`config.mk`:
```
export PLATFORM = sky130hd
export DESIGN_NAME = cfg_frame_parser
export DESIGN_NICKNAME = d
export VERILOG_FILES = /design/src/rtl/cfg_parser_pkg.sv /design/src/rtl/cfg_byte_timer.sv /design/src/rtl/cfg_frame_parser.sv
export SDC_FILE = /design/constraint.sdc
export NUM_CORES = 1
export LEC_CHECK = 0
export CORE_MARGIN = 8
export CORE_UTILIZATION = 47
export CTS_CLUSTER_DIAMETER = 40
export CTS_CLUSTER_SIZE = 25
export DETAILED_ROUTE_END_ITERATION = 16
export PLACE_DENSITY = 0.68
export SETUP_SLACK_MARGIN = 0.1
export SLEW_MARGIN = 20
export SYNTH_ARGS = -nofsm -noshare
export SYNTH_HDL_FRONTEND = slang
export SYNTH_SLANG_ARGS = --single-unit
export TNS_END_PERCENT = 1
```
`constraint.sdc`:
```
create_clock -name clk -period 2.25 [get_ports clk]
set_input_delay 0.225 -clock clk [delete_from_list [all_inputs] [get_ports clk]]
set_output_delay 0.225 -clock clk [all_outputs]
set_load 0.05 [all_outputs]
```
`src/rtl/cfg_parser_pkg.sv`:
```
// Shared types and constants for the host command frame parser.
package cfg_parser_pkg;

    typedef enum logic [2:0] {
        IDLE,
        ADDR,
        DATA,
        CSUM,
        OUT
    } state_t;

    typedef enum logic [1:0] {
        ERR_NONE    = 2'd0,
        ERR_CSUM    = 2'd1,
        ERR_CHAN    = 2'd2,
        ERR_TIMEOUT = 2'd3
    } err_t;

    localparam logic [7:0] DEFAULT_SYNC_BYTE = 8'hA5;

endpackage

```
`src/rtl/cfg_byte_timer.sv`:
```
// Inter-byte timeout counter: counts enabled cycles since the last clear and
// flags expiry when the count reaches TIMEOUT_CYC-1.
module cfg_byte_timer #(
    parameter int unsigned TIMEOUT_CYC = 1024,
    localparam int unsigned CNT_W = (TIMEOUT_CYC > 2) ? $clog2(TIMEOUT_CYC) : 1
) (
    input  logic clk,
    input  logic rst_n,
    input  logic clear,
    input  logic enable,
    output logic expire
);

    logic [CNT_W-1:0] count;

    assign expire = enable && (count == CNT_W'(TIMEOUT_CYC - 1));

    // Count idle cycles; restart after a clear or an expiry.
    always_ff @(posedge clk or negedge rst_n) begin
        if (!rst_n) begin
            count <= '0;
        end else if (clear || expire) begin
            count <= '0;
        end else if (enable) begin
            count <= count + CNT_W'(1);
        end
    end

endmodule

```
`src/rtl/cfg_frame_parser.sv`:
```
// Host command parser: frames SYNC | ADDR | DATA_BYTES payload (LSB first) | XOR
// checksum from a byte stream and issues one config write per good frame.
module cfg_frame_parser
    import cfg_parser_pkg::*;
#(
    parameter int unsigned DATA_BYTES  = 4,
    parameter int unsigned NUM_CH      = 4,
    parameter int unsigned REG_W       = 4,
    parameter logic [7:0]  SYNC_BYTE   = DEFAULT_SYNC_BYTE,
    parameter int unsigned TIMEOUT_CYC = 1024,
    localparam int unsigned CH_W = (NUM_CH > 1) ? $clog2(NUM_CH) : 1
) (
    input  logic                    clk,
    input  logic                    rst_n,
    input  logic                    pc_cmd_valid,
    output logic                    pc_cmd_ready,
    input  logic [7:0]              pc_cmd_data,
    output logic                    cfg_valid,
    input  logic                    cfg_ready,
    output logic [CH_W-1:0]         cfg_ch,
    output logic [REG_W-1:0]        cfg_addr,
    output logic [8*DATA_BYTES-1:0] cfg_data,
    output logic                    pc_ack,
    output logic                    pc_nack,
    output logic [1:0]              err_code
);

    localparam int unsigned IDX_W = (DATA_BYTES > 1) ? $clog2(DATA_BYTES) : 1;
    localparam int unsigned AW    = CH_W + REG_W;
    localparam logic [IDX_W-1:0] LAST_IDX = IDX_W'(DATA_BYTES - 1);

    state_t                  state;
    state_t                  state_nxt;
    logic                    byte_acc;
    logic                    in_frame;
    logic                    tmr_expire;
    logic [AW-1:0]           addr_q;
    logic [7:0]              csum_q;
    logic [IDX_W-1:0]        byte_idx;
    logic [8*DATA_BYTES-1:0] data_q;
    logic [CH_W-1:0]         chan;
    logic                    chan_bad;
    logic                    ack_nxt;
    logic                    nack_nxt;
    logic                    load_cfg;
    err_t                    err_nxt;

    assign pc_cmd_ready = (state != OUT);
    assign byte_acc     = pc_cmd_valid && pc_cmd_ready;
    assign in_frame     = (state == ADDR) || (state == DATA) || (state == CSUM);
    assign chan         = addr_q[AW-1:REG_W];
    assign chan_bad     = (32'(chan) >= NUM_CH);

    // Expiry is only possible on a cycle without an accepted byte, so a byte
    // arriving on the expiry cycle is processed instead of timing out.
    cfg_byte_timer #(
        .TIMEOUT_CYC(TIMEOUT_CYC)
    ) u_timer (
        .clk    (clk),
        .rst_n  (rst_n),
        .clear  (byte_acc || !in_frame),
        .enable (in_frame && !byte_acc),
        .expire (tmr_expire)
    );

    // State register.
    always_ff @(posedge clk or negedge rst_n) begin
        if (!rst_n) begin
            state <= IDLE;
        end else begin
            state <= state_nxt;
        end
    end

    // Next-state decode plus ack/nack/load strobes.
    always_comb begin
        state_nxt = state;
        ack_nxt   = 1'b0;
        nack_nxt  = 1'b0;
        err_nxt   = ERR_NONE;
        load_cfg  = 1'b0;
        case (state)
            IDLE: begin
                if (byte_acc && (pc_cmd_data == SYNC_BYTE)) begin
                    state_nxt = ADDR;
                end
            end
            ADDR: begin
                if (byte_acc) begin
                    state_nxt = DATA;
                end
            end
            DATA: begin
                if (byte_acc && (byte_idx == LAST_IDX)) begin
                    state_nxt = CSUM;
                end
            end
            CSUM: begin
                if (byte_acc) begin
                    if (pc_cmd_data != csum_q) begin
                        nack_nxt  = 1'b1;
                        err_nxt   = ERR_CSUM;
                        state_nxt = IDLE;
                    end else if (chan_bad) begin
                        nack_nxt  = 1'b1;
                        err_nxt   = ERR_CHAN;
                        state_nxt = IDLE;
                    end else begin
                        load_cfg  = 1'b1;
                        state_nxt = OUT;
                    end
                end
            end
            OUT: begin
                if (cfg_valid && cfg_ready) begin
                    ack_nxt   = 1'b1;
                    state_nxt = IDLE;
                end
            end
            default: state_nxt = IDLE;
        endcase
        if (tmr_expire) begin
            nack_nxt  = 1'b1;
            err_nxt   = ERR_TIMEOUT;
            state_nxt = IDLE;
        end
    end

    // Frame capture: address, running checksum and payload bytes.
    always_ff @(posedge clk or negedge rst_n) begin
        if (!rst_n) begin
            addr_q   <= '0;
            csum_q   <= '0;
            byte_idx <= '0;
            data_q   <= '0;
        end else if (byte_acc) begin
            case (state)
                ADDR: begin
                    addr_q   <= pc_cmd_data[AW-1:0];
                    csum_q   <= pc_cmd_data;
                    byte_idx <= '0;
                end
                DATA: begin
                    csum_q <= csum_q ^ pc_cmd_data;
                    for (int unsigned i = 0; i < DATA_BYTES; i++) begin
                        if (byte_idx == IDX_W'(i)) begin
                            data_q[8*i +: 8] <= pc_cmd_data;
                        end
                    end
                    if (byte_idx != LAST_IDX) begin
                        byte_idx <= byte_idx + IDX_W'(1);
                    end
                end
                default: ;
            endcase
        end
    end

    // Config write outputs and host status pulses.
    always_ff @(posedge clk or negedge rst_n) begin
        if (!rst_n) begin
            cfg_valid <= 1'b0;
            cfg_ch    <= '0;
            cfg_addr  <= '0;
            cfg_data  <= '0;
            pc_ack    <= 1'b0;
            pc_nack   <= 1'b0;
            err_code  <= ERR_NONE;
        end else begin
            pc_ack  <= ack_nxt;
            pc_nack <= nack_nxt;
            if (nack_nxt) begin
                err_code <= err_nxt;
            end
            if (load_cfg) begin
                cfg_valid <= 1'b1;
                cfg_ch    <= chan;
                cfg_addr  <= addr_q[REG_W-1:0];
                cfg_data  <= data_q;
            end else if (cfg_valid && cfg_ready) begin
                cfg_valid <= 1'b0;
            end
        end
    end

endmodule

```
After elaboration in Yosys (flattened, before gate mapping)
Index checks and enable logic that the tools add are counted.

Register bits: 104. Input bits: 12. Output and inout port bits: 44. Word-level logic and storage cells: 90.

Add/subtract/negate cells: 2. Eq/ne operators: 18. Mux-type cells: 28. Bitwise gates (word level): 1. Reductions and logical operators: 25.

Operators with widths (number): 3-bit two-way mux (7); 10-bit two-way mux (2); 8-bit one-hot mux with 2 select lines (1); 3-bit one-hot mux with 5 select lines (1); 3-bit AND reduction (5); 1-bit two-way mux (14); 3-bit by 2-bit inequality test with 1-bit output (second input constant) (4); 10-bit by 1-bit adder with 10-bit output (second input constant) (1); 10-bit == test (second input constant) (1); 8-bit == test (second input constant) (1); 8-bit inequality test (1); 8-bit bitwise XOR (1); 3-bit by 2-bit == test with 1-bit output (second input constant) (2); 1-bit logical AND (6); 2-bit nonzero test (3); 5-bit AND reduction (1); 2-bit == test (second input constant) (2); 1-bit logical OR (4); 2-bit two-way mux (2); 2-bit one-hot mux with 2 select lines (1); 2-bit AND reduction (2); 3-bit by 1-bit == test with 1-bit output (second input constant) (1); 3-bit == test (second input constant) (1); 3-bit logical NOT (1); other kinds (8) (9).

Depth between registers and ports, before layout
Gate-level depths: netlist of run 1.

Word-level depth: 7. Depth in mapped cells: 7. Gate-level depth less buffers: 5.

Modules after synthesis
From an unflattened synthesis of run 1, not the netlist that was laid out.

Cell total of the unflattened synthesis: 362. Area total of the unflattened synthesis: 4733.3 µm².

By module, submodules not included: cfg_frame_parser (instances 1, cells each 312, area each 4205.3 µm², seq. area each 2352.3 µm²); cfg_byte_timer (instances 1, cells each 50, area each 528.0 µm², seq. area each 250.2 µm²).

Worst setup path before layout of run 1
Ideal clock, no wire load.

Kind: register to register. Start: register csum_q[5]. End: register cfg_addr[3]. Setup time: 0.125 ns. Arrival: 1.651 ns. Data required time: 2.125 ns. Path slack: 0.473 ns. Stages on the path, launching flop included: 7. Path buffers: 2. Period minus slack after synthesis: 1.777 ns. Path through: dfrtp_1 > xor2_1 > nor4_4 > and3_4 > buf_6 > buf_12 > mux2_4.

Longest elaborated chain between the ends: 4.

RTL lines: start: declaration (RTL line cfg_frame_parser.sv:38) `logic [7:0] csum_q;`; start signal: assignment (RTL line cfg_frame_parser.sv:140) `csum_q <= pc_cmd_data;`; start signal: assignment (RTL line cfg_frame_parser.sv:144) `csum_q <= csum_q ^ pc_cmd_data;`; 8-bit inequality test (RTL line cfg_frame_parser.sv:100) `if (pc_cmd_data != csum_q) begin`; 1-bit two-way mux (RTL line cfg_frame_parser.sv:100); 1-bit two-way mux (RTL line cfg_frame_parser.sv:99) `if (byte_acc) begin`; 1-bit two-way mux (RTL line cfg_frame_parser.sv:82) `case (state)`; end signal: assignment (RTL line cfg_frame_parser.sv:178) `cfg_addr <= addr_q[REG_W-1:0];`; end: declaration (RTL line cfg_frame_parser.sv:21) `output logic [REG_W-1:0] cfg_addr,`.

No other way between the ends. A chain may end at the register's enable or synchronous reset.

Final worst setup path of run 1
Start: register state[1]. End: output port pc_cmd_ready.

Longest elaborated chain between the ends: 1.

RTL lines: start: declaration (RTL line cfg_frame_parser.sv:32) `state_t state;`; start signal: assignment (RTL line cfg_frame_parser.sv:71) `state <= state_nxt;`; 3-bit inequality test (RTL line cfg_frame_parser.sv:48) `assign pc_cmd_ready = (state != OUT);`; end: declaration (RTL line cfg_frame_parser.sv:16) `output logic pc_cmd_ready,`.

No other way between the ends.

==> results of run 1 <==
-- per-layer routing --
layer	global-route usage	wire (microns)	up-vias
met5	0	0	-
met4	0.0577	129	0
met3	0.0365	502	11
met2	0.236	4300	60
met1	0.198	4300	1436
li1	-	-	1306
-- power by group --
| part | internal, mW | switching [mW] | total, mW | leakage (nW) |
|---|---|---|---|---|
| combinational | 0.706 | 0.775 | 1.48 | 1.03 |
| clock | 0.432 | 0.607 | 1.04 | 0.0930 |
| sequential | 2.33 | 0.313 | 2.65 | 1.37 |
-- state kept, by name, summed over array words and instances (netlist names) --
name and flops:
data_q 32, addr_q 6, u_timer.count 10, state 3, csum_q 8, byte_idx 2
cfg_ch 2, cfg_valid 1, err_code 2, pc_nack 1, cfg_addr 4, cfg_data 32
pc_ack 1
-- how the worst max path moves through the flow --
| stage | start | end | slack, ps | cells past startpoint |
|---|---|---|---|---|
| after detailed placement | pc_cmd_data[6] | cfg_data[22] | 60 | 6 |
| after global placement | pc_cmd_data[6] | cfg_data[17] | 50 | 6 |
| after global routing | state[1] | pc_cmd_ready | 220 | 3 |
| final | state[1] | pc_cmd_ready | 340 | 3 |
| after CTS | state[1] | pc_cmd_ready | 310 | 3 |
| after floorplan | csum_q[5] | cfg_addr[3] | 470 | 6 |
-- cell families after synthesis --
logic type,Yosys count,share of synthesized area
compound gates,39,0.0489
xor+xnor,17,0.0331
fa+ha+maj,5,0.0139
buf+inv,25,0.0358
flops,104,0.578
mux,76,0.197
simple gates,66,0.0931
-- layout by cell type, fill, tap and decap left out, drive strengths merged, types with 2 or more instances in the layout --
cell,count
dfrtp,104
mux2,76
clkdlybuf4s50,53
buf,24
a21oi,19
nor2,16
xor2,15
o21ai,13
nand3,12
clkbuf,11
nand2,10
inv,8
ha,5
clkinv,5
nand4,4
nor4,4
and3,4
nand2b,3
and2,2
xnor2,2
nor3b,2
-- what timing repair did --
action / 4_1_cts / 5_1_grt
hold buffers: 1 / 0
setup endpoints to repair: 1 / 0
gates resized for setup: 1 / 0
hold endpoints to repair: 36 / 0
-- final cells by class --
| cell class | count | area [sq um] | share of cell area |
|---|---|---|---|
| clock buffer | 11 | 141 | 0.0258 |
| tap | 129 | 161 | 0.0295 |
| multi-input combinational | 203 | 1740 | 0.318 |
| inverter | 8 | 30.0 | 0.00548 |
| clock inverter | 5 | 32.5 | 0.00594 |
| timing repair buffer | 79 | 767 | 0.140 |
| sequential | 104 | 2600 | 0.475 |
-- worst max-delay path: stages (launching register included) --
cell	delay [ps]
dfrtp_1	580
nor2_1	130
nand2_1	100
dlygate4sd2_1	530
-- stage by stage --
| stage | total power [mW] | setup WS (ps) | utilization |
|---|---|---|---|
| floorplan | 3.69 | 473 | - |
| global placement | 4.08 | 45.3 | 0.570 |
| detailed placement | 4.17 | 58.4 | 0.570 |
| CTS | 5.21 | 308 | 0.590 |
| global route | 5.48 | 216 | 0.590 |
| finish | 5.17 | 337 | 0.590 |
==> results.cfg, run 1 <==
[worst_setup_path]
cp-end-kind = primary output
reg2reg_depth = 4
r2r_start = state[1]
critical_path_class = reg2out
critPathLaunchType = register
crit_fanout = 12
reg2reg_slack_ps = 350
crit_arrival_ps = 1690
worst_ep_required_time_ps = 2030
rr_endpoint = state[1]

[floorplan]
ios = 56
start_util = 0.485
dieHeight_microns = 114
die_x_microns = 114
rows = 35
dieArea_sq_um = 13000
core-area_sq_um = 9280

[synthesis]
async_reset_ff_frac = 1.00
synth.distinct_cells = 44
yosysTopAreaCellShare = 0.578
seq_area_frac_synth = 0.578
yosys_warnings = 0
synthTopCellsByArea = dfrtp_1, mux2_2, mux2_4
synthCells = 332
syn_nets = 349
yosysMostFrequentCell = dfrtp_1
netlist_area_sq_um = 4500
ys.flop_type = dfrtp_1
synth.avg_cell_area_sq_um = 13.6
synth-edff-count = 0
synth_commonest_cells = dfrtp_1, mux2_2, a21oi_1
synth.largest_area_cell = dfrtp_1
synth_seq_cells = 104

[finish]
drive_gt1_frac = 0.305
nFillCells = 768
fin_cells = 539
nNetsFinal = 422
areaGrowthSynthToFinish_pct = 21.6
diodes = 0
fin_area_sq_um = 5480

[clock_tree]
htreeDepth = 3
cts_inserted_buffers = 9
clkTransAtPathRegs_ps = 90
clk_latency_ps = 350
cts_setup_buffers = 0
cts_tree = done
clock_sinks = 104
cts_root_buffer = clkbuf_8
clk_path_buf_depth = 2

[sta]
max_freq_ghz = 0.523
fin_crit_ps = 1910
finalSetupTns_ps = 0
worst_pin_slew_ps = 655
slew_viol_final = 0
hold_ws_ps = 373
rsz0062_at_grt = no
fin_skew_ps = 12.2
final_hold_viol_count = 0
slew_headroom = 0.563
finalCritPeriodShare = 0.850
setup-violations-final = 0

[placed_design]
place_area_sq_um = 5290
place.gp.congestion = 0.829
hpwl_mm = 6.59
dp.cells = 522
port_buffers = 55

[global_route]
grt_max_degree = 46
antenna_found_initial = 0
grt_pass1_wl_mm = 15.4
grt_pass1_vias = 2967
grt_overflow = 0
grt_usage = 0.151

[pwr]
peakVddDrop_v = 0.000409
p_per_area_nw_per_um2 = 944
leakage_nw = 2.50

[routing]
drt_iter0_drc = 139
num_vias = 2813
drc = 0
postRouteWirelength_mm = 9.22
wire_per_inst_microns = 17.1
via_per_inst = 5.22
detail-route-antenna-nets = 0
drt-pass1-iter-count = 4

[worst_hold_path]
worstHoldPathType = in2async

[status]
status = completed

[flow_run]
drv_cap = 0
Power figures use the tool's default switching activity.
==> inputs of run 2 (changes only) <==
--- a/config.mk
+++ b/config.mk
@@ -5,11 +5,13 @@
 export SDC_FILE = /design/constraint.sdc
 export NUM_CORES = 1
 export LEC_CHECK = 0
+export CORE_ASPECT_RATIO = 0.75
 export CORE_MARGIN = 8
 export CORE_UTILIZATION = 47
 export CTS_CLUSTER_DIAMETER = 40
 export CTS_CLUSTER_SIZE = 25
 export DETAILED_ROUTE_END_ITERATION = 16
+export MAX_ROUTING_LAYER = met4
 export PLACE_DENSITY = 0.68
 export SETUP_SLACK_MARGIN = 0.1
 export SLEW_MARGIN = 20
==> run 2 against run 1 <==
Against the previous run: sequential share of layout area shrank 1.2 points; combinational power up 3%; cell area rose by 2.5%; via count down 0.68%; critical path type is now in2reg; fmax grew 1.0%; routed wire length fell by 1.0%; largest power group unchanged; critical endpoint is now cfg_data[28]; hold slack improved by 75 ps; critical path depth grew 3; clock power increased by 44%.
==> results.cfg, run 2 (synthesized netlist as in run 1, its figures left out) <==
[status]
status = completed

[pwr]
p_per_area_nw_per_um2 = 1010
p_comb_frac = 0.270
leakage_nw = 2.55
switching_power_mw = 1.72
seqPwrFrac = 0.465
p_clk_frac = 0.266
swShare = 0.304
peakVddDrop_v = 0.000519
p_int_mw = 3.93

[floorplan]
dieHeight_microns = 101
dieArea_sq_um = 13000
rows = 31
die_x_microns = 129
start_util = 0.474
core-area_sq_um = 9500
ios = 56

[routing]
via_per_inst = 5.14
drt-pass1-iter-count = 4
detail-route-antenna-nets = 0
drt_iter0_drc = 191
wire_per_inst_microns = 16.8
num_vias = 2794
drc = 0
postRouteWirelength_mm = 9.13

[clock_tree]
cts-resized-gates = 0
cts_tree = done
cts_root_buffer = clkbuf_16
clk_path_buf_depth = 2
htreeDepth = 3
cts_inserted_buffers = 9
clk_latency_ps = 340
clock_sinks = 104
clkTransAtPathRegs_ps = 60

[worst_setup_path]
crit_arrival_ps = 2120
cp_slowest_cell = clkdlybuf4s50_1
startpoint = pc_cmd_data[5]
critPathLaunchType = primary input
crit_fanout = 16
cp_cell_sequence = clkdlybuf4s50_1, xor2_1, nor4_4, and3_4, buf_12, mux2_2
worst_ep_required_time_ps = 2470
critical_path_class = in2reg
reg2reg_slack_ps = 380
critical_path_buf_inv_count = 2
cp-end-kind = register
slowest_delay_ps = 520
r2r_start = csum_q[5]
path_delay_family = buffers and inverters

[sta]
setup-violations-final = 0
fin_crit_ps = 1890
fin_skew_ps = 7.16
slew_headroom = 0.614
final_hold_viol_count = 0
slew_viol_final = 0
rsz0062_at_grt = no
worst_pin_slew_ps = 578
finalCritPeriodShare = 0.842
finalSetupTns_ps = 0
max_freq_ghz = 0.528
hold_ws_ps = 448

[finish]
final_util = 0.591
nNetsFinal = 424
areaGrowthSynthToFinish_pct = 24.6
diodes = 0
fin_cells = 544
seqCellArea_sq_um = 2600
final_cell_mix = dfrtp_1, mux2_2, clkdlybuf4s50_1, buf_4, a21oi_1
multi_input_area_sq_um = 1740
nFillCells = 768
drive_gt1_frac = 0.303
top_regs = cfg_data x32, data_q x32, u_timer.count x10
final_common_cell = dfrtp_1

[placed_design]
dp.cells = 527
place.gp.congestion = 0.776
hpwl_mm = 6.44
port_buffers = 55

[global_route]
antenna_found_initial = 0
grt_max_degree = 105
grt_overflow = 0
grt_pass1_wl_mm = 15.1
grt_usage = 0.156
grt_pass1_vias = 2934

[worst_hold_path]
hold_start = u_timer.count[0]
worstHoldPathType = reg2reg

[flow_run]
drv_cap = 0
==> run 2: cell types whose count changed in the layout (fill, tap and decap cells not counted) <==
cell	change
buf_12	+1
clkinvlp_4	+1
clkbuf_8	-10
clkbuf_1	+3
clkinv_2	-2
dlygate4sd2_1	-1
bufinv_16	+1
clkinv_4	-2
buf_4	+2
clkbuf_16	+9
==> run 2: routing by layer <==
layer | vias to the layer above | global-route usage | routed length, microns
met3 | 6 | 0.0539 | 649
met1 | 1401 | 0.207 | 4440
met4 | 0 | 0.0414 | 104
met2 | 74 | 0.225 | 3940
li1 | 1313 | - | -
met5 | - | - | 0
==> run 2: path summary, 6_finish.rpt <==
kind | depth (start not counted) | end
setup / recovery | 6 | cfg_data[28]
hold / removal | 1 | u_timer.count[0]
setup reg to reg | 5 | cfg_data[28]
hold reg to reg | 1 | u_timer.count[0]
max in group asynchronous | 3 | cfg_data[8]
min in group asynchronous | 3 | cfg_data[4]
==> run 2: per-stage QoR <==
step | setup WS, ps | power [mW] | instance area, sq um
6_report | 356 | 5.65 | 5610
5_1_grt | 272 | 5.99 | 5610
4_1_cts | 340 | 5.72 | 5610
3_5_place_dp | -17.2 | 4.20 | 5320
3_3_place_gp | -8.18 | 4.12 | 5320
2_1_floorplan | 473 | 3.69 | 4500
==> run 2: final cells by class <==
type / count / area share
Timing Repair Buffer: 81 / 0.141
Inverter: 8 / 0.00535
Sequential cell: 104 / 0.464
Multi-Input combinational cell: 203 / 0.310
Clock buffer: 13 / 0.0428
Tap cell: 132 / 0.0294
Clock inverter: 3 / 0.00758
==> run 2: what timing repair did <==
| item | CTS | global route |
|---|---|---|
| endpoints found under the hold margin | 104 | 0 |
| hold buffers | 1 | 0 |
| setup buffers | 0 | 0 |
==> run 2: power groups by stage <==
stage          Clock, mW  Sequential, mW  Combinational, mW
6_report            1.50            2.63               1.52
5_1_grt             1.62            2.69               1.68
4_1_cts             1.54            2.63               1.55
3_5_place_dp           0            2.66               1.54
2_1_floorplan          0            2.72              0.967
3_3_place_gp           0            2.64               1.48
